`config.mk`:
```
export PLATFORM = sky130hd
export DESIGN_NAME = mr_scoreboard_flat
export DESIGN_NICKNAME = d
export VERILOG_FILES = /design/src/rtl/mr_scoreboard_if.sv /design/src/rtl/mr_scoreboard.sv /design/src/flat_wrapper.sv
export SDC_FILE = /design/constraint.sdc
export NUM_CORES = 1
export LEC_CHECK = 0
export CORE_MARGIN = 3
export CORE_UTILIZATION = 45
export CTS_CLUSTER_DIAMETER = 120
export DETAILED_ROUTE_END_ITERATION = 7
export HOLD_SLACK_MARGIN = 0.02
export PLACE_DENSITY = 0.73
export SLEW_MARGIN = 20
export SYNTH_ARGS = -nofsm -noshare
export SYNTH_HDL_FRONTEND = slang
export SYNTH_SLANG_ARGS = --single-unit
```
`constraint.sdc`:
```
create_clock -name clk -period 7.56 [get_ports clk]
set_clock_uncertainty 0.1 [all_clocks]
set_input_delay 1.134 -clock clk [delete_from_list [all_inputs] [get_ports clk]]
set_output_delay 1.134 -clock clk [all_outputs]
set_load 0.005 [all_outputs]
```
`src/rtl/mr_scoreboard_if.sv`:
```
// Bundle of ID/ALU/writeback signals between the pipeline control and the
// register scoreboard; master drives requests, slave answers with hazard status.
interface mr_scoreboard_if #(
   parameter int REGSEL_BITS = 5,
   parameter int CNT_BITS    = 2
);
   logic                            id_valid;
   logic [REGSEL_BITS-1:0]          id_rs1;
   logic                            id_rs1_used;
   logic [REGSEL_BITS-1:0]          id_rs2;
   logic                            id_rs2_used;
   logic [REGSEL_BITS-1:0]          id_rd;
   logic                            id_rd_used;
   logic                            alu_ready;
   logic                            wb_valid;
   logic [REGSEL_BITS-1:0]          wb_reg;
   logic                            flush;
   logic                            stall_o;
   logic                            issue_o;
   logic [REGSEL_BITS+CNT_BITS-1:0] inflight_o;
   logic                            busy_o;
   logic                            err_o;

   modport master (
      output id_valid, id_rs1, id_rs1_used, id_rs2, id_rs2_used,
             id_rd, id_rd_used, alu_ready, wb_valid, wb_reg, flush,
      input  stall_o, issue_o, inflight_o, busy_o, err_o
   );

   modport slave (
      input  id_valid, id_rs1, id_rs1_used, id_rs2, id_rs2_used,
             id_rd, id_rd_used, alu_ready, wb_valid, wb_reg, flush,
      output stall_o, issue_o, inflight_o, busy_o, err_o
   );
endinterface

```
`src/rtl/mr_scoreboard.sv`:
```
// Multi-pending register scoreboard: per-register counters of outstanding
// writes gate ID->ALU issue on RAW hazards and counter saturation.
module mr_scoreboard #(
   parameter int REGSEL_BITS = 5,
   parameter int CNT_BITS    = 2
) (
   input  logic          clk,
   input  logic          rst,
   mr_scoreboard_if.slave sb
);
   localparam int NREGS = 1 << REGSEL_BITS;
   localparam int IW    = REGSEL_BITS + CNT_BITS;
   localparam logic [CNT_BITS-1:0] MAX = '1;

   logic [CNT_BITS-1:0] cnt_q  [1:NREGS-1];
   logic [CNT_BITS-1:0] cnt_rd [NREGS];
   logic [IW-1:0]       inflight_q;
   logic                err_q;

   logic hazard;
   logic issue;
   logic wb_nonzero;
   logic counted_issue;
   logic counted_retire;
   logic underflow;

   // Register 0 is hardwired to zero pending writes so x0 never stalls.
   always_comb begin
      cnt_rd[0] = '0;
      for (int r = 1; r < NREGS; r++) begin
         cnt_rd[r] = cnt_q[r];
      end
   end

   always_comb begin
      hazard = sb.id_valid &&
               ((sb.id_rs1_used && (cnt_rd[sb.id_rs1] != '0)) ||
                (sb.id_rs2_used && (cnt_rd[sb.id_rs2] != '0)) ||
                (sb.id_rd_used  && (cnt_rd[sb.id_rd]  == MAX)));
      issue          = sb.id_valid && sb.alu_ready && !hazard && !sb.flush;
      counted_issue  = issue && sb.id_rd_used && (sb.id_rd != '0);
      wb_nonzero     = sb.wb_valid && (sb.wb_reg != '0);
      counted_retire = wb_nonzero && (cnt_rd[sb.wb_reg] != '0) && !sb.flush;
      underflow      = wb_nonzero && (cnt_rd[sb.wb_reg] == '0) && !sb.flush;
   end

   // An issue and retire landing on the same register cancel each other.
   always_ff @(posedge clk or posedge rst) begin
      if (rst) begin
         for (int r = 1; r < NREGS; r++) begin
            cnt_q[r] <= '0;
         end
      end else if (sb.flush) begin
         for (int r = 1; r < NREGS; r++) begin
            cnt_q[r] <= '0;
         end
      end else begin
         for (int r = 1; r < NREGS; r++) begin
            if (counted_issue && (sb.id_rd == REGSEL_BITS'(r)) &&
                !(counted_retire && (sb.wb_reg == REGSEL_BITS'(r)))) begin
               cnt_q[r] <= cnt_q[r] + 1'b1;
            end else if (counted_retire && (sb.wb_reg == REGSEL_BITS'(r)) &&
                         !(counted_issue && (sb.id_rd == REGSEL_BITS'(r)))) begin
               cnt_q[r] <= cnt_q[r] - 1'b1;
            end
         end
      end
   end

   always_ff @(posedge clk or posedge rst) begin
      if (rst) begin
         inflight_q <= '0;
      end else if (sb.flush) begin
         inflight_q <= '0;
      end else begin
         case ({counted_issue, counted_retire})
            2'b10:   inflight_q <= inflight_q + 1'b1;
            2'b01:   inflight_q <= inflight_q - 1'b1;
            default: inflight_q <= inflight_q;
         endcase
      end
   end

   // Retiring a register with nothing pending is a pipeline bug; remember it.
   always_ff @(posedge clk or posedge rst) begin
      if (rst) begin
         err_q <= 1'b0;
      end else if (underflow) begin
         err_q <= 1'b1;
      end
   end

   assign sb.stall_o    = hazard;
   assign sb.issue_o    = issue;
   assign sb.inflight_o = inflight_q;
   assign sb.busy_o     = (inflight_q != '0);
   assign sb.err_o      = err_q;
endmodule

```
`src/flat_wrapper.sv`:
```
// flat-port wrapper written by rule: the top's interface ports become plain ports
module mr_scoreboard_flat 
#(
   parameter int REGSEL_BITS = 5,
   parameter int CNT_BITS    = 2
)
  (clk, rst, sb_id_valid, sb_id_rs1, sb_id_rs1_used, sb_id_rs2, sb_id_rs2_used, sb_id_rd, sb_id_rd_used, sb_alu_ready, sb_wb_valid, sb_wb_reg, sb_flush, sb_stall_o, sb_issue_o, sb_inflight_o, sb_busy_o, sb_err_o);
  mr_scoreboard_if #(.REGSEL_BITS(REGSEL_BITS), .CNT_BITS(CNT_BITS)) sb_i ();
  input  logic clk;
  input  logic rst;
  input wire logic [$bits(sb_i.id_valid)-1:0] sb_id_valid;
  input wire logic [$bits(sb_i.id_rs1)-1:0] sb_id_rs1;
  input wire logic [$bits(sb_i.id_rs1_used)-1:0] sb_id_rs1_used;
  input wire logic [$bits(sb_i.id_rs2)-1:0] sb_id_rs2;
  input wire logic [$bits(sb_i.id_rs2_used)-1:0] sb_id_rs2_used;
  input wire logic [$bits(sb_i.id_rd)-1:0] sb_id_rd;
  input wire logic [$bits(sb_i.id_rd_used)-1:0] sb_id_rd_used;
  input wire logic [$bits(sb_i.alu_ready)-1:0] sb_alu_ready;
  input wire logic [$bits(sb_i.wb_valid)-1:0] sb_wb_valid;
  input wire logic [$bits(sb_i.wb_reg)-1:0] sb_wb_reg;
  input wire logic [$bits(sb_i.flush)-1:0] sb_flush;
  output wire logic [$bits(sb_i.stall_o)-1:0] sb_stall_o;
  output wire logic [$bits(sb_i.issue_o)-1:0] sb_issue_o;
  output wire logic [$bits(sb_i.inflight_o)-1:0] sb_inflight_o;
  output wire logic [$bits(sb_i.busy_o)-1:0] sb_busy_o;
  output wire logic [$bits(sb_i.err_o)-1:0] sb_err_o;
  assign sb_i.id_valid = sb_id_valid;
  assign sb_i.id_rs1 = sb_id_rs1;
  assign sb_i.id_rs1_used = sb_id_rs1_used;
  assign sb_i.id_rs2 = sb_id_rs2;
  assign sb_i.id_rs2_used = sb_id_rs2_used;
  assign sb_i.id_rd = sb_id_rd;
  assign sb_i.id_rd_used = sb_id_rd_used;
  assign sb_i.alu_ready = sb_alu_ready;
  assign sb_i.wb_valid = sb_wb_valid;
  assign sb_i.wb_reg = sb_wb_reg;
  assign sb_i.flush = sb_flush;
  assign sb_stall_o = sb_i.stall_o;
  assign sb_issue_o = sb_i.issue_o;
  assign sb_inflight_o = sb_i.inflight_o;
  assign sb_busy_o = sb_i.busy_o;
  assign sb_err_o = sb_i.err_o;
  mr_scoreboard #(.REGSEL_BITS(REGSEL_BITS), .CNT_BITS(CNT_BITS)) u_core (.clk(clk), .rst(rst), .sb(sb_i));
endmodule
```
==> flow_results.xml, run 1 <==
<?xml version="1.0" encoding="UTF-8"?>
<metrics>
  <group name="status">
    <metric name="run_status" unit="">completed</metric>
  </group>
  <group name="critical_path">
    <metric name="timing.critical_path.cells" unit="">clkdlybuf4s50_1 -&gt; mux2_2 -&gt; mux4_2 -&gt; o211ai_1 -&gt; and4bb_1 -&gt; buf_4 -&gt; nand2_1 -&gt; nor2_1 -&gt; clkdlybuf4s50_1</metric>
    <metric name="cpPeakStageDelay" unit="ns">1.13</metric>
    <metric name="timing.critical_path.fanout_max" unit="">23</metric>
    <metric name="cp_num_buf_inv" unit="">3</metric>
    <metric name="worst_path_most_repeated_cell" unit="">sky130_fd_sc_hd__clkdlybuf4s50_1</metric>
    <metric name="worstSetupEndpointType" unit="">primary output</metric>
    <metric name="worst_endpoint_required_time" unit="ns">6.33</metric>
    <metric name="critPathArrivalTime" unit="ns">4.86</metric>
    <metric name="critPathTopFamily" unit="">buffers and inverters</metric>
    <metric name="worst_path_max_delay_cell" unit="">sky130_fd_sc_hd__clkdlybuf4s50_1</metric>
    <metric name="setup.worst_path.start_class" unit="">input pin</metric>
    <metric name="worst-setup-path-type" unit="">in -&gt; out</metric>
  </group>
  <group name="global_route">
    <metric name="grt_max_degree" unit="">71</metric>
    <metric name="number_of_global_route_vias_before_repair" unit="">5821</metric>
    <metric name="gr-total-overflow" unit="">0</metric>
    <metric name="grt_pass1_wl" unit="mm">34.2</metric>
    <metric name="initial_antenna_violation_count" unit="">1</metric>
    <metric name="groute.usage.overall" unit="">0.303</metric>
  </group>
  <group name="final_layout">
    <metric name="flow.area_growth_from_synthesis" unit="%">11.1</metric>
    <metric name="final_nets" unit="">763</metric>
    <metric name="antennaDiodeCount" unit="">0</metric>
    <metric name="finish.utilization" unit="">0.513</metric>
    <metric name="most_frequent_standard_cell_in_the_layout_excluding_fill_and_tap_cells" unit="">sky130_fd_sc_hd__nor2_1</metric>
    <metric name="final_cell_mix" unit="">90 x sky130_fd_sc_hd__nor2_1, 70 x sky130_fd_sc_hd__dfrtp_1, 40 x sky130_fd_sc_hd__nand3_1</metric>
    <metric name="layout.filler_cells" unit="">1262</metric>
    <metric name="post_route_cells_drive_above_1_share" unit="">0.0914</metric>
    <metric name="final_cells" unit="">909</metric>
  </group>
  <group name="synth">
    <metric name="post_synth_inst_count" unit="">717</metric>
    <metric name="synth_nets" unit="">752</metric>
    <metric name="synth_largest_type_area_fraction" unit="">0.285</metric>
    <metric name="seq_area_frac_synth" unit="">0.285</metric>
    <metric name="number_of_synthesized_register_bits" unit="">70</metric>
    <metric name="netlist.top_cell.by_area" unit="">sky130_fd_sc_hd__dfrtp_1</metric>
    <metric name="synthesis.area" unit="mm^2">0.00614</metric>
    <metric name="async_flop_share" unit="">1.00</metric>
    <metric name="synth.yosys.warnings" unit="">0</metric>
    <metric name="netlist-cell-type-count" unit="">80</metric>
    <metric name="synth-edff-count" unit="">0</metric>
    <metric name="postSynthAreaPerCell" unit="um^2">8.56</metric>
    <metric name="synth.top_cells.by_area" unit="">sky130_fd_sc_hd__dfrtp_1 29%, sky130_fd_sc_hd__mux4_2 7.0%, sky130_fd_sc_hd__nor2_1 5.5%, sky130_fd_sc_hd__xnor2_1 4.6%, sky130_fd_sc_hd__xor2_1 3.3%</metric>
    <metric name="postSynth.topFlopCell" unit="">sky130_fd_sc_hd__dfrtp_1</metric>
  </group>
  <group name="clock_network">
    <metric name="postCtsSetupRepairBufs" unit="">0</metric>
    <metric name="cts_hold_repair.buffers" unit="">0</metric>
    <metric name="clock-root-buffer" unit="">sky130_fd_sc_hd__clkbuf_16</metric>
    <metric name="tritoncts.num_buffers" unit="">9</metric>
    <metric name="cts_tree" unit="">yes</metric>
    <metric name="clk_latency" unit="ns">0.35</metric>
    <metric name="worst_setup_hold_path_clk_slew" unit="ns">0.06</metric>
    <metric name="post_cts_resized" unit="">0</metric>
    <metric name="clock_path_buffers" unit="">2</metric>
    <metric name="clock_sinks" unit="">70</metric>
    <metric name="cts_max_level" unit="">3</metric>
  </group>
  <group name="power">
    <metric name="p_switching" unit="W">0.000290</metric>
    <metric name="power_frac_seq" unit="">0.403</metric>
    <metric name="total_leakage_power" unit="nW">2.55</metric>
    <metric name="power.ir.vdd_worst" unit="mV">0.123</metric>
    <metric name="clkPwrFrac" unit="">0.412</metric>
    <metric name="comb_power_share" unit="">0.185</metric>
    <metric name="power_per_cell_area" unit="mW/mm^2">139</metric>
    <metric name="p_sw_frac" unit="">0.306</metric>
    <metric name="internal_power" unit="W">0.000660</metric>
  </group>
  <group name="flow_run">
    <metric name="drv_cap" unit="">0</metric>
  </group>
  <group name="sta">
    <metric name="timing.slew.headroom" unit="">0.323</metric>
    <metric name="setup_tns" unit="ns">0</metric>
    <metric name="timing.final.setup_violations" unit="">0</metric>
    <metric name="timing.final.hold_violations" unit="">0</metric>
    <metric name="fmax" unit="GHz">0.164</metric>
    <metric name="fin_crit" unit="ns">6.10</metric>
    <metric name="period_share" unit="">0.806</metric>
    <metric name="grt_setup_unrepaired" unit="">no</metric>
    <metric name="final-max-slew-violation-count" unit="">0</metric>
    <metric name="timing_worst_slew_pin_value" unit="ns">1.01</metric>
  </group>
  <group name="detailed_routing">
    <metric name="vias" unit="">6194</metric>
    <metric name="drcViolationCount" unit="">0</metric>
    <metric name="route.detailed.wl_per_inst" unit="um">24.4</metric>
    <metric name="vias_per_cell" unit="">6.81</metric>
    <metric name="initialDrtViolationCount" unit="">753</metric>
    <metric name="post_route_ant_nets" unit="">0</metric>
    <metric name="drt_pass1_iterations" unit="">7</metric>
    <metric name="aggregate_routed_wire_length" unit="mm">22.2</metric>
  </group>
  <group name="die">
    <metric name="die-area" unit="mm^2">0.0151</metric>
    <metric name="core_area" unit="mm^2">0.0133</metric>
    <metric name="floorplan.rows" unit="">42</metric>
    <metric name="die_width" unit="um">123</metric>
    <metric name="die_h" unit="um">123</metric>
    <metric name="start_util" unit="">0.462</metric>
    <metric name="ioPinCount" unit="">40</metric>
  </group>
  <group name="min_path">
    <metric name="min-delay-path-class" unit="">reg -&gt; reg</metric>
  </group>
  <group name="place">
    <metric name="finalWeightedCongestion" unit="">1.06</metric>
    <metric name="post-place-cells" unit="">893</metric>
    <metric name="port_buffers" unit="">39</metric>
    <metric name="post_dp_hpwl" unit="mm">16.5</metric>
  </group>
</metrics>
-- power groups by stage --
stage / clock, W / sequential [W] / combinational (W)
finish: 0.000391 / 0.000383 / 0.000176
global route: 0.000416 / 0.000384 / 0.000188
CTS: 0.000399 / 0.000383 / 0.000172
detailed placement: 0 / 0.000390 / 0.000172
global placement: 0 / 0.000390 / 0.000170
floorplan: 0 / 0.000388 / 0.000115
-- synthesized netlist by cell type (3+ instances only) --
| library cell | count |
|---|---|
| sky130_fd_sc_hd__dfrtp_1 | 70 |
| sky130_fd_sc_hd__a22o_1 | 5 |
| sky130_fd_sc_hd__o31a_1 | 5 |
| sky130_fd_sc_hd__inv_1 | 18 |
| sky130_fd_sc_hd__nor2b_1 | 8 |
| sky130_fd_sc_hd__o21bai_1 | 6 |
| sky130_fd_sc_hd__mux4_2 | 19 |
| sky130_fd_sc_hd__nand2b_1 | 13 |
| sky130_fd_sc_hd__and3_1 | 7 |
| sky130_fd_sc_hd__mux2_2 | 5 |
| sky130_fd_sc_hd__a21oi_1 | 37 |
| sky130_fd_sc_hd__nor3_1 | 38 |
| sky130_fd_sc_hd__nand3_1 | 40 |
| sky130_fd_sc_hd__buf_1 | 3 |
| sky130_fd_sc_hd__nor3b_1 | 6 |
| sky130_fd_sc_hd__nor3b_2 | 3 |
| sky130_fd_sc_hd__a211oi_1 | 10 |
| sky130_fd_sc_hd__ha_1 | 5 |
| sky130_fd_sc_hd__clkbuf_1 | 20 |
| sky130_fd_sc_hd__nand4_1 | 30 |
| sky130_fd_sc_hd__nand2_1 | 39 |
| sky130_fd_sc_hd__nor4_1 | 10 |
| sky130_fd_sc_hd__or3_1 | 3 |
| sky130_fd_sc_hd__xor2_1 | 23 |
| sky130_fd_sc_hd__a22oi_1 | 4 |
| sky130_fd_sc_hd__nor4b_1 | 5 |
| sky130_fd_sc_hd__buf_6 | 4 |
| sky130_fd_sc_hd__a21o_1 | 4 |
| sky130_fd_sc_hd__o21ai_0 | 21 |
| sky130_fd_sc_hd__nor2_1 | 90 |
| sky130_fd_sc_hd__buf_2 | 15 |
| sky130_fd_sc_hd__a2111oi_0 | 4 |
| sky130_fd_sc_hd__buf_4 | 4 |
| sky130_fd_sc_hd__mux2i_1 | 3 |
| sky130_fd_sc_hd__o2111ai_1 | 17 |
| sky130_fd_sc_hd__xnor2_1 | 32 |
| sky130_fd_sc_hd__o211ai_1 | 3 |
| sky130_fd_sc_hd__o41ai_1 | 10 |
| sky130_fd_sc_hd__a211o_1 | 3 |
| sky130_fd_sc_hd__and2_1 | 15 |
| sky130_fd_sc_hd__a31oi_1 | 7 |
-- worst register-to-register path, stage by stage (launching register included) --
cell and delay [ns]:
sky130_fd_sc_hd__dfrtp_1 0.43, sky130_fd_sc_hd__nor2_1 0.41, sky130_fd_sc_hd__mux4_2 0.35, sky130_fd_sc_hd__a211oi_1 0.08
sky130_fd_sc_hd__a211oi_1 0.44, sky130_fd_sc_hd__and4bb_1 0.47, sky130_fd_sc_hd__buf_4 0.29, sky130_fd_sc_hd__nand2_4 0.11
sky130_fd_sc_hd__nand2_1 0.14, sky130_fd_sc_hd__inv_1 0.13, sky130_fd_sc_hd__ha_1 0.35, sky130_fd_sc_hd__a21o_1 0.17
sky130_fd_sc_hd__a21oi_1 0.21, sky130_fd_sc_hd__o21bai_1 0.09, sky130_fd_sc_hd__a21oi_1 0.29, sky130_fd_sc_hd__nor4b_1 0.30
sky130_fd_sc_hd__mux2i_1 0.13, sky130_fd_sc_hd__nand4_1 0.10
-- routing by layer --
| metal | up-vias | wire [um] | GRT usage |
|---|---|---|---|
| met1 | 3051 | 9430 | 0.434 |
| li1 | 2725 | - | - |
| met3 | 51 | 2640 | 0.0880 |
| met2 | 365 | 9550 | 0.436 |
| met5 | - | 17 | 0 |
| met4 | 2 | 569 | 0.104 |
-- final cells by class --
class | count | area, um^2 | area share
Multi-Input combinational cell | 581 | 4070 | 0.597
Sequential cell | 70 | 1750 | 0.257
Timing Repair Buffer | 46 | 438 | 0.0642
Clock buffer | 13 | 240 | 0.0352
Tap cell | 176 | 220 | 0.0323
Inverter | 20 | 75.1 | 0.0110
Clock inverter | 3 | 21.3 | 0.00312
-- final timing paths --
check	cells after the start	startpoint	endpoint	slack [ns]
max in group asynchronous	3	rst	u_core.cnt_q[30]$_DFFE_PP0P_	5.41
max reg2reg	17	u_core.cnt_q[52]$_DFFE_PP0P_	u_core.sb.inflight_o[6]$_DFFE_PP0P_	2.91
min in group asynchronous	3	rst	u_core.sb.inflight_o[4]$_DFFE_PP0P_	1.28
max	9	sb_id_rd[1]	sb_issue_o	1.46
min reg2reg	1	u_core.sb.err_o$_DFFE_PP0P_	u_core.sb.err_o$_DFFE_PP0P_	0.43
min	1	u_core.sb.err_o$_DFFE_PP0P_	u_core.sb.err_o$_DFFE_PP0P_	0.43
-- kinds of logic (layout without fill, tap and decap cells) --
| logic type | after synthesis | count (layout) | share of synthesized area |
|---|---|---|---|
| simple gates | 324 | 324 | 0.274 |
| compound gates | 163 | 163 | 0.196 |
| mux | 29 | 29 | 0.0879 |
| xor+xnor | 59 | 59 | 0.0926 |
| flops | 70 | 70 | 0.285 |
| fa+ha+maj | 6 | 6 | 0.0135 |
| buf+inv | 66 | 82 | 0.0508 |
-- sequential cells by signal (all words and copies together) (netlist names) --
signal / cells
u_core.cnt_q: 62
u_core.sb.inflight_o: 7
u_core.sb.err_o: 1
-- metrics by stage --
step	area [um^2]	power [W]	setup slack (ns)	hold WS [ns]
floorplan	6140	0.000504	3.10	0.366
global placement	6560	0.000559	1.48	0.396
detailed placement	6560	0.000562	1.35	0.416
CTS	6820	0.000954	1.51	0.428
global route	6820	0.000987	1.28	0.444
finish	6820	0.000950	1.46	0.433
No activity file was read; power rests on OpenSTA's default activity.
==> inputs of run 2 (changes only) <==
==> constraint.sdc (replaced) <==
create_clock -name clk -period 5.73 [get_ports clk]
set_clock_uncertainty 0.1 [all_clocks]
set_input_delay 0.8595 -clock clk [delete_from_list [all_inputs] [get_ports clk]]
set_output_delay 0.8595 -clock clk [all_outputs]
set_load 0.005 [all_outputs]
==> run 2 against run 1 <==
Compared with the run above: core utilization up 1.4 points; register-to-register slack worse by 1.5 ns; sequential cell count unchanged; first-iteration DRC count up 15%; combinational power up 43%; clock-buffer cell count down 2; sequential power up 32%.
==> flow_results.xml, run 2 (same netlist as run 1, synthesis figures left out) <==
<?xml version="1.0" encoding="UTF-8"?>
<metrics>
  <group name="final_layout">
    <metric name="final_nets" unit="">780</metric>
    <metric name="most_frequent_standard_cell_in_the_layout_excluding_fill_and_tap_cells" unit="">sky130_fd_sc_hd__nor2_1</metric>
    <metric name="post_route_cells_drive_above_1_share" unit="">0.119</metric>
    <metric name="antennaDiodeCount" unit="">0</metric>
    <metric name="final_cell_mix" unit="">90 x sky130_fd_sc_hd__nor2_1, 70 x sky130_fd_sc_hd__dfrtp_1, 40 x sky130_fd_sc_hd__nand3_1</metric>
    <metric name="largest_reg_flops" unit="">62</metric>
    <metric name="flow.area_growth_from_synthesis" unit="%">14.1</metric>
    <metric name="layout.filler_cells" unit="">1246</metric>
    <metric name="largest-register" unit="">u_core.cnt_q</metric>
    <metric name="finish.utilization" unit="">0.526</metric>
  </group>
  <group name="critical_path">
    <metric name="worst_path_most_repeated_cell" unit="">sky130_fd_sc_hd__clkdlybuf4s50_1</metric>
    <metric name="timing.reg2reg.worst_path_depth" unit="">16</metric>
    <metric name="worstSetupEndpointType" unit="">primary output</metric>
    <metric name="timing.critical_path.fanout_max" unit="">23</metric>
    <metric name="worst_endpoint_required_time" unit="ns">4.77</metric>
    <metric name="timing.critical_path.cells" unit="">clkdlybuf4s50_1 -&gt; mux2_2 -&gt; mux4_2 -&gt; o211ai_1 -&gt; and4bb_1 -&gt; buf_4 -&gt; nand2_1 -&gt; nor2_1 -&gt; clkdlybuf4s50_1</metric>
    <metric name="setup.worst_path.start_class" unit="">input pin</metric>
    <metric name="critPathArrivalTime" unit="ns">4.24</metric>
    <metric name="worst-setup-path-type" unit="">in -&gt; out</metric>
    <metric name="worst_path_max_delay_cell" unit="">sky130_fd_sc_hd__clkdlybuf4s50_1</metric>
    <metric name="cpPeakStageDelay" unit="ns">0.86</metric>
  </group>
  <group name="place">
    <metric name="setup_slack_after_placement" unit="ns">0.453</metric>
    <metric name="post_dp_hpwl" unit="mm">16.5</metric>
    <metric name="finalWeightedCongestion" unit="">0.997</metric>
    <metric name="port_buffers" unit="">39</metric>
  </group>
  <group name="die">
    <metric name="die_width" unit="um">123</metric>
    <metric name="die_h" unit="um">123</metric>
    <metric name="core_area" unit="mm^2">0.0133</metric>
    <metric name="floorplan.rows" unit="">42</metric>
    <metric name="ioPinCount" unit="">40</metric>
    <metric name="die-area" unit="mm^2">0.0151</metric>
    <metric name="start_util" unit="">0.462</metric>
  </group>
  <group name="global_route">
    <metric name="grt_pass1_wl" unit="mm">33.7</metric>
    <metric name="grt_max_degree" unit="">71</metric>
    <metric name="initial_antenna_violation_count" unit="">1</metric>
    <metric name="gr-total-overflow" unit="">0</metric>
    <metric name="groute.usage.overall" unit="">0.297</metric>
    <metric name="number_of_global_route_vias_before_repair" unit="">5692</metric>
  </group>
  <group name="detailed_routing">
    <metric name="drcViolationCount" unit="">0</metric>
    <metric name="route.detailed.wl_per_inst" unit="um">24.1</metric>
    <metric name="vias" unit="">6240</metric>
    <metric name="aggregate_routed_wire_length" unit="mm">22.3</metric>
    <metric name="vias_per_cell" unit="">6.74</metric>
    <metric name="initialDrtViolationCount" unit="">866</metric>
    <metric name="drt_pass1_iterations" unit="">5</metric>
    <metric name="post_route_ant_nets" unit="">0</metric>
  </group>
  <group name="sta">
    <metric name="timing.slew.headroom" unit="">0.236</metric>
    <metric name="timing.final.hold_violations" unit="">0</metric>
    <metric name="setup_tns" unit="ns">0</metric>
    <metric name="worst_slack" unit="ns">0.532</metric>
    <metric name="final-max-slew-violation-count" unit="">0</metric>
    <metric name="period_share" unit="">0.907</metric>
    <metric name="timing_worst_slew_pin_value" unit="ns">1.14</metric>
    <metric name="grt_setup_unrepaired" unit="">no</metric>
    <metric name="fmax" unit="GHz">0.192</metric>
    <metric name="fin_crit" unit="ns">5.20</metric>
    <metric name="timing.final.setup_violations" unit="">0</metric>
  </group>
  <group name="clock_network">
    <metric name="cts_tree" unit="">yes</metric>
    <metric name="post_cts_resized" unit="">0</metric>
    <metric name="cts_hold_repair.buffers" unit="">0</metric>
    <metric name="clock-root-buffer" unit="">sky130_fd_sc_hd__clkbuf_16</metric>
    <metric name="worst_setup_hold_path_clk_slew" unit="ns">0.06</metric>
    <metric name="clock_path_buffers" unit="">2</metric>
    <metric name="cts_max_level" unit="">3</metric>
    <metric name="clk_latency" unit="ns">0.35</metric>
    <metric name="clock_sinks" unit="">70</metric>
    <metric name="postCtsSetupRepairBufs" unit="">0</metric>
    <metric name="tritoncts.num_buffers" unit="">9</metric>
  </group>
  <group name="power">
    <metric name="p_sw_frac" unit="">0.297</metric>
    <metric name="power_per_cell_area" unit="mW/mm^2">192</metric>
    <metric name="power.ir.vdd_worst" unit="mV">0.121</metric>
    <metric name="totalPowerFinal" unit="W">0.00135</metric>
    <metric name="clkPwrFrac" unit="">0.438</metric>
    <metric name="power_frac_seq" unit="">0.376</metric>
    <metric name="p_switching" unit="W">0.000400</metric>
    <metric name="total_leakage_power" unit="nW">2.66</metric>
    <metric name="internal_power" unit="W">0.000946</metric>
    <metric name="comb_power_share" unit="">0.186</metric>
  </group>
  <group name="status">
    <metric name="run_status" unit="">completed</metric>
  </group>
  <group name="min_path">
    <metric name="min-delay-path-class" unit="">reg -&gt; reg</metric>
    <metric name="min_path_cells" unit="">1</metric>
  </group>
  <group name="flow_run">
    <metric name="drv_cap" unit="">0</metric>
  </group>
</metrics>
-- run 2: cell count changes in the layout (fill, tap and decap cells not counted), sizes merged --
cell      before  now
clkbuf        13   11
buf            8   25
clkinvlp       1    3
clkinv         2    1
bufinv         0    1
-- run 2: through the flow --
stage	std cells	instance area (um^2)	hold WS, ns
4_1_cts	926	7000	0.389
3_5_place_dp	910	6690	0.377
6_report	926	7000	0.392
5_1_grt	926	7000	0.419
3_3_place_gp	910	6690	0.361
2_1_floorplan	717	6140	0.366
-- run 2: critical path: cells and delay by family --
| family | cells | cell delay (ns) |
|---|---|---|
| multiplexers | 2 | 0.84 |
| AO/OA/AOI/OAI | 1 | 0.20 |
| buffers and inverters | 3 | 1.70 |
| AND/OR/NAND/NOR | 3 | 0.63 |
-- run 2: power groups by stage --
stage | logic, W | registers, W | clock network, W
final | 0.000251 | 0.000506 | 0.000589
after global routing | 0.000266 | 0.000506 | 0.000618
after CTS | 0.000246 | 0.000505 | 0.000598
after detailed placement | 0.000245 | 0.000514 | 0
after global placement | 0.000241 | 0.000514 | 0
after floorplan | 0.000152 | 0.000512 | 0
-- run 2: final timing paths --
kind / startpoint / end / slack, ns
max in group asynchronous: rst / u_core.cnt_q[31]$_DFFE_PP0P_ / 3.83
worst max-delay path: sb_id_rd[1] / sb_issue_o / 0.53
min in group asynchronous: rst / u_core.sb.inflight_o[2]$_DFFE_PP0P_ / 1.01
worst max register to register: u_core.cnt_q[18]$_DFFE_PP0P_ / u_core.sb.inflight_o[6]$_DFFE_PP0P_ / 1.42
worst min register to register: u_core.sb.err_o$_DFFE_PP0P_ / u_core.sb.err_o$_DFFE_PP0P_ / 0.39
worst min-delay path: u_core.sb.err_o$_DFFE_PP0P_ / u_core.sb.err_o$_DFFE_PP0P_ / 0.39
-- run 2: layout make-up --
class                   instances  area [um^2]  share of cell area
clock inverters                 5         57.6             0.00822
repair buffers                 63          566              0.0808
inverters                      20         75.1              0.0107
flip-flops and latches         70         1750               0.250
multi-input cells             581         4080               0.582
clock buffers                  11          253              0.0361
well taps                     176          220              0.0315
-- run 2: layer usage --
layer	wire length (um)	vias to the layer above	GRT usage
li1	-	2745	-
met1	9310	3047	0.417
met2	9900	403	0.444
met3	2450	43	0.0834
met4	594	2	0.0945
met5	28	-	0
==> inputs of run 3 (changes only) <==
--- a/config.mk
+++ b/config.mk
@@ -5,11 +5,10 @@
 export SDC_FILE = /design/constraint.sdc
 export NUM_CORES = 1
 export LEC_CHECK = 0
-export CORE_MARGIN = 3
+export CORE_ASPECT_RATIO = 1.1
 export CORE_UTILIZATION = 45
 export CTS_CLUSTER_DIAMETER = 120
 export DETAILED_ROUTE_END_ITERATION = 7
-export HOLD_SLACK_MARGIN = 0.02
 export PLACE_DENSITY = 0.73
 export SLEW_MARGIN = 20
 export SYNTH_ARGS = -nofsm -noshare
==> run 3 against run 2 <==
Compared with the run above: total power is 1.8% higher; clock power is 4.6% higher; critical path depth is 2 higher; via count is 1.7% higher; worst setup slack worse by 0.065 ns; first-iteration DRC count is 4.6% higher; sequential cell count stayed put; largest power group unchanged.
==> flow_results.xml, run 3 (same netlist as run 1, synthesis figures left out) <==
<?xml version="1.0" encoding="UTF-8"?>
<metrics>
  <group name="status">
    <metric name="run_status" unit="">completed</metric>
  </group>
  <group name="critical_path">
    <metric name="cpPeakStageDelay" unit="ns">0.86</metric>
    <metric name="timing.critical_path.cells" unit="">clkdlybuf4s50_1 -&gt; buf_4 -&gt; mux4_2 -&gt; nand2b_1 -&gt; nand3_1 -&gt; a22oi_1 -&gt; and4bb_1 -&gt; buf_4 -&gt; nand2_1 -&gt; nor2_1 -&gt; clkdlybuf4s50_1</metric>
    <metric name="worst_path_max_delay_cell" unit="">sky130_fd_sc_hd__clkdlybuf4s50_1</metric>
    <metric name="worst_endpoint_required_time" unit="ns">4.77</metric>
    <metric name="setup.worst_path.start_class" unit="">input pin</metric>
    <metric name="worst-setup-path-type" unit="">in -&gt; out</metric>
    <metric name="worstSetupEndpointType" unit="">primary output</metric>
    <metric name="timing.critical_path.fanout_max" unit="">16</metric>
    <metric name="critPathArrivalTime" unit="ns">4.30</metric>
    <metric name="critPathTopFamily" unit="">buffers and inverters</metric>
    <metric name="cp_num_buf_inv" unit="">4</metric>
  </group>
  <group name="clock_network">
    <metric name="cts_max_level" unit="">3</metric>
    <metric name="tritoncts.num_buffers" unit="">9</metric>
    <metric name="cts_hold_repair.buffers" unit="">0</metric>
    <metric name="clk_latency" unit="ns">0.35</metric>
    <metric name="clock_sinks" unit="">70</metric>
    <metric name="post_cts_resized" unit="">0</metric>
    <metric name="worst_setup_hold_path_clk_slew" unit="ns">0.06</metric>
    <metric name="clock-root-buffer" unit="">sky130_fd_sc_hd__clkbuf_16</metric>
    <metric name="cts_tree" unit="">yes</metric>
    <metric name="postCtsSetupRepairBufs" unit="">0</metric>
    <metric name="clock_path_buffers" unit="">2</metric>
  </group>
  <group name="place">
    <metric name="finalWeightedCongestion" unit="">0.960</metric>
    <metric name="port_buffers" unit="">39</metric>
    <metric name="post_dp_hpwl" unit="mm">16.1</metric>
    <metric name="post-place-cells" unit="">917</metric>
  </group>
  <group name="sta">
    <metric name="grt_setup_unrepaired" unit="">no</metric>
    <metric name="timing_worst_slew_pin_value" unit="ns">1.09</metric>
    <metric name="timing.slew.headroom" unit="">0.270</metric>
    <metric name="fmax" unit="GHz">0.190</metric>
    <metric name="timing.final.setup_violations" unit="">0</metric>
    <metric name="final-max-slew-violation-count" unit="">0</metric>
    <metric name="setup_tns" unit="ns">0</metric>
    <metric name="fin_crit" unit="ns">5.26</metric>
    <metric name="period_share" unit="">0.918</metric>
    <metric name="timing.final.hold_violations" unit="">0</metric>
  </group>
  <group name="power">
    <metric name="p_sw_frac" unit="">0.293</metric>
    <metric name="p_switching" unit="W">0.000402</metric>
    <metric name="internal_power" unit="W">0.000969</metric>
    <metric name="power_per_cell_area" unit="mW/mm^2">196</metric>
    <metric name="totalPowerFinal" unit="W">0.00137</metric>
    <metric name="power.ir.vdd_worst" unit="mV">0.120</metric>
    <metric name="clkPwrFrac" unit="">0.449</metric>
    <metric name="power_frac_seq" unit="">0.369</metric>
    <metric name="comb_power_share" unit="">0.182</metric>
    <metric name="total_leakage_power" unit="nW">2.66</metric>
  </group>
  <group name="global_route">
    <metric name="initial_antenna_violation_count" unit="">1</metric>
    <metric name="number_of_global_route_vias_before_repair" unit="">6084</metric>
    <metric name="groute.usage.overall" unit="">0.324</metric>
    <metric name="grt_max_degree" unit="">71</metric>
    <metric name="gr-total-overflow" unit="">0</metric>
    <metric name="grt_pass1_wl" unit="mm">34.7</metric>
  </group>
  <group name="final_layout">
    <metric name="most_frequent_standard_cell_in_the_layout_excluding_fill_and_tap_cells" unit="">sky130_fd_sc_hd__nor2_1</metric>
    <metric name="final_cell_mix" unit="">90 x sky130_fd_sc_hd__nor2_1, 70 x sky130_fd_sc_hd__dfrtp_1, 40 x sky130_fd_sc_hd__nand3_1</metric>
    <metric name="antennaDiodeCount" unit="">0</metric>
    <metric name="post_route_cells_drive_above_1_share" unit="">0.111</metric>
    <metric name="finish.utilization" unit="">0.527</metric>
    <metric name="seq_area" unit="mm^2">0.00175</metric>
    <metric name="flow.area_growth_from_synthesis" unit="%">14.0</metric>
    <metric name="layout.filler_cells" unit="">1191</metric>
    <metric name="largest-register" unit="">u_core.cnt_q</metric>
    <metric name="final_nets" unit="">779</metric>
    <metric name="final_cells" unit="">933</metric>
    <metric name="multi_input_comb_area" unit="mm^2">0.00407</metric>
    <metric name="largest_reg_flops" unit="">62</metric>
  </group>
  <group name="die">
    <metric name="die_width" unit="um">113</metric>
    <metric name="die-area" unit="mm^2">0.0141</metric>
    <metric name="die_h" unit="um">124</metric>
    <metric name="ioPinCount" unit="">40</metric>
    <metric name="floorplan.rows" unit="">44</metric>
    <metric name="core_area" unit="mm^2">0.0133</metric>
    <metric name="start_util" unit="">0.462</metric>
  </group>
  <group name="detailed_routing">
    <metric name="drcViolationCount" unit="">0</metric>
    <metric name="vias_per_cell" unit="">6.80</metric>
    <metric name="aggregate_routed_wire_length" unit="mm">22.3</metric>
    <metric name="route.detailed.wl_per_inst" unit="um">23.9</metric>
    <metric name="drt_pass1_iterations" unit="">5</metric>
    <metric name="initialDrtViolationCount" unit="">906</metric>
    <metric name="vias" unit="">6347</metric>
    <metric name="post_route_ant_nets" unit="">0</metric>
  </group>
  <group name="flow_run">
    <metric name="drv_cap" unit="">0</metric>
  </group>
  <group name="min_path">
    <metric name="min-delay-path-class" unit="">reg -&gt; reg</metric>
  </group>
</metrics>
run 3: per-layer routing:
layer	part of all wire	GRT usage
met1	0.43	0.453
met2	0.43	0.485
met3	0.096	0.0725
met4	0.040	0.123
met5	0	0
run 3: power by group through the flow:
| stage | Sequential, W | Clock (W) | Combinational [W] |
|---|---|---|---|
| after CTS | 0.000505 | 0.000617 | 0.000244 |
| after global placement | 0.000514 | 0 | 0.000240 |
| final | 0.000505 | 0.000616 | 0.000249 |
| after detailed placement | 0.000514 | 0 | 0.000243 |
| after floorplan | 0.000512 | 0 | 0.000152 |
| after global routing | 0.000506 | 0.000639 | 0.000265 |
run 3: cell type report:
| cell class | count | share of cell area |
|---|---|---|
| Clock buffer | 13 | 0.0343 |
| Clock inverter | 3 | 0.00984 |
| Inverter | 20 | 0.0107 |
| Multi-Input combinational cell | 581 | 0.582 |
| Sequential cell | 70 | 0.250 |
| Tap cell | 184 | 0.0329 |
| Timing Repair Buffer | 62 | 0.0798 |
run 3: metrics by stage:
| step | hold slack, ns | setup slack [ns] | cell area, um^2 |
|---|---|---|---|
| after global routing | 0.427 | 0.301 | 7000 |
| final | 0.417 | 0.468 | 7000 |
| after detailed placement | 0.395 | 0.432 | 6690 |
| after floorplan | 0.366 | 1.54 | 6140 |
| after global placement | 0.407 | 0.539 | 6690 |
| after CTS | 0.408 | 0.520 | 7000 |
run 3: final timing paths:
kind / from / end / slack (ns) / depth (start not counted)
max: sb_id_rd[1] / sb_issue_o / 0.47 / 11
min: u_core.sb.err_o$_DFFE_PP0P_ / u_core.sb.err_o$_DFFE_PP0P_ / 0.42 / 1
max reg2reg: u_core.cnt_q[18]$_DFFE_PP0P_ / u_core.sb.inflight_o[6]$_DFFE_PP0P_ / 1.42 / 16
min reg2reg: u_core.sb.err_o$_DFFE_PP0P_ / u_core.sb.err_o$_DFFE_PP0P_ / 0.42 / 1
max in group asynchronous: rst / u_core.cnt_q[30]$_DFFE_PP0P_ / 3.88 / 3
min in group asynchronous: rst / u_core.sb.inflight_o[2]$_DFFE_PP0P_ / 1.00 / 3
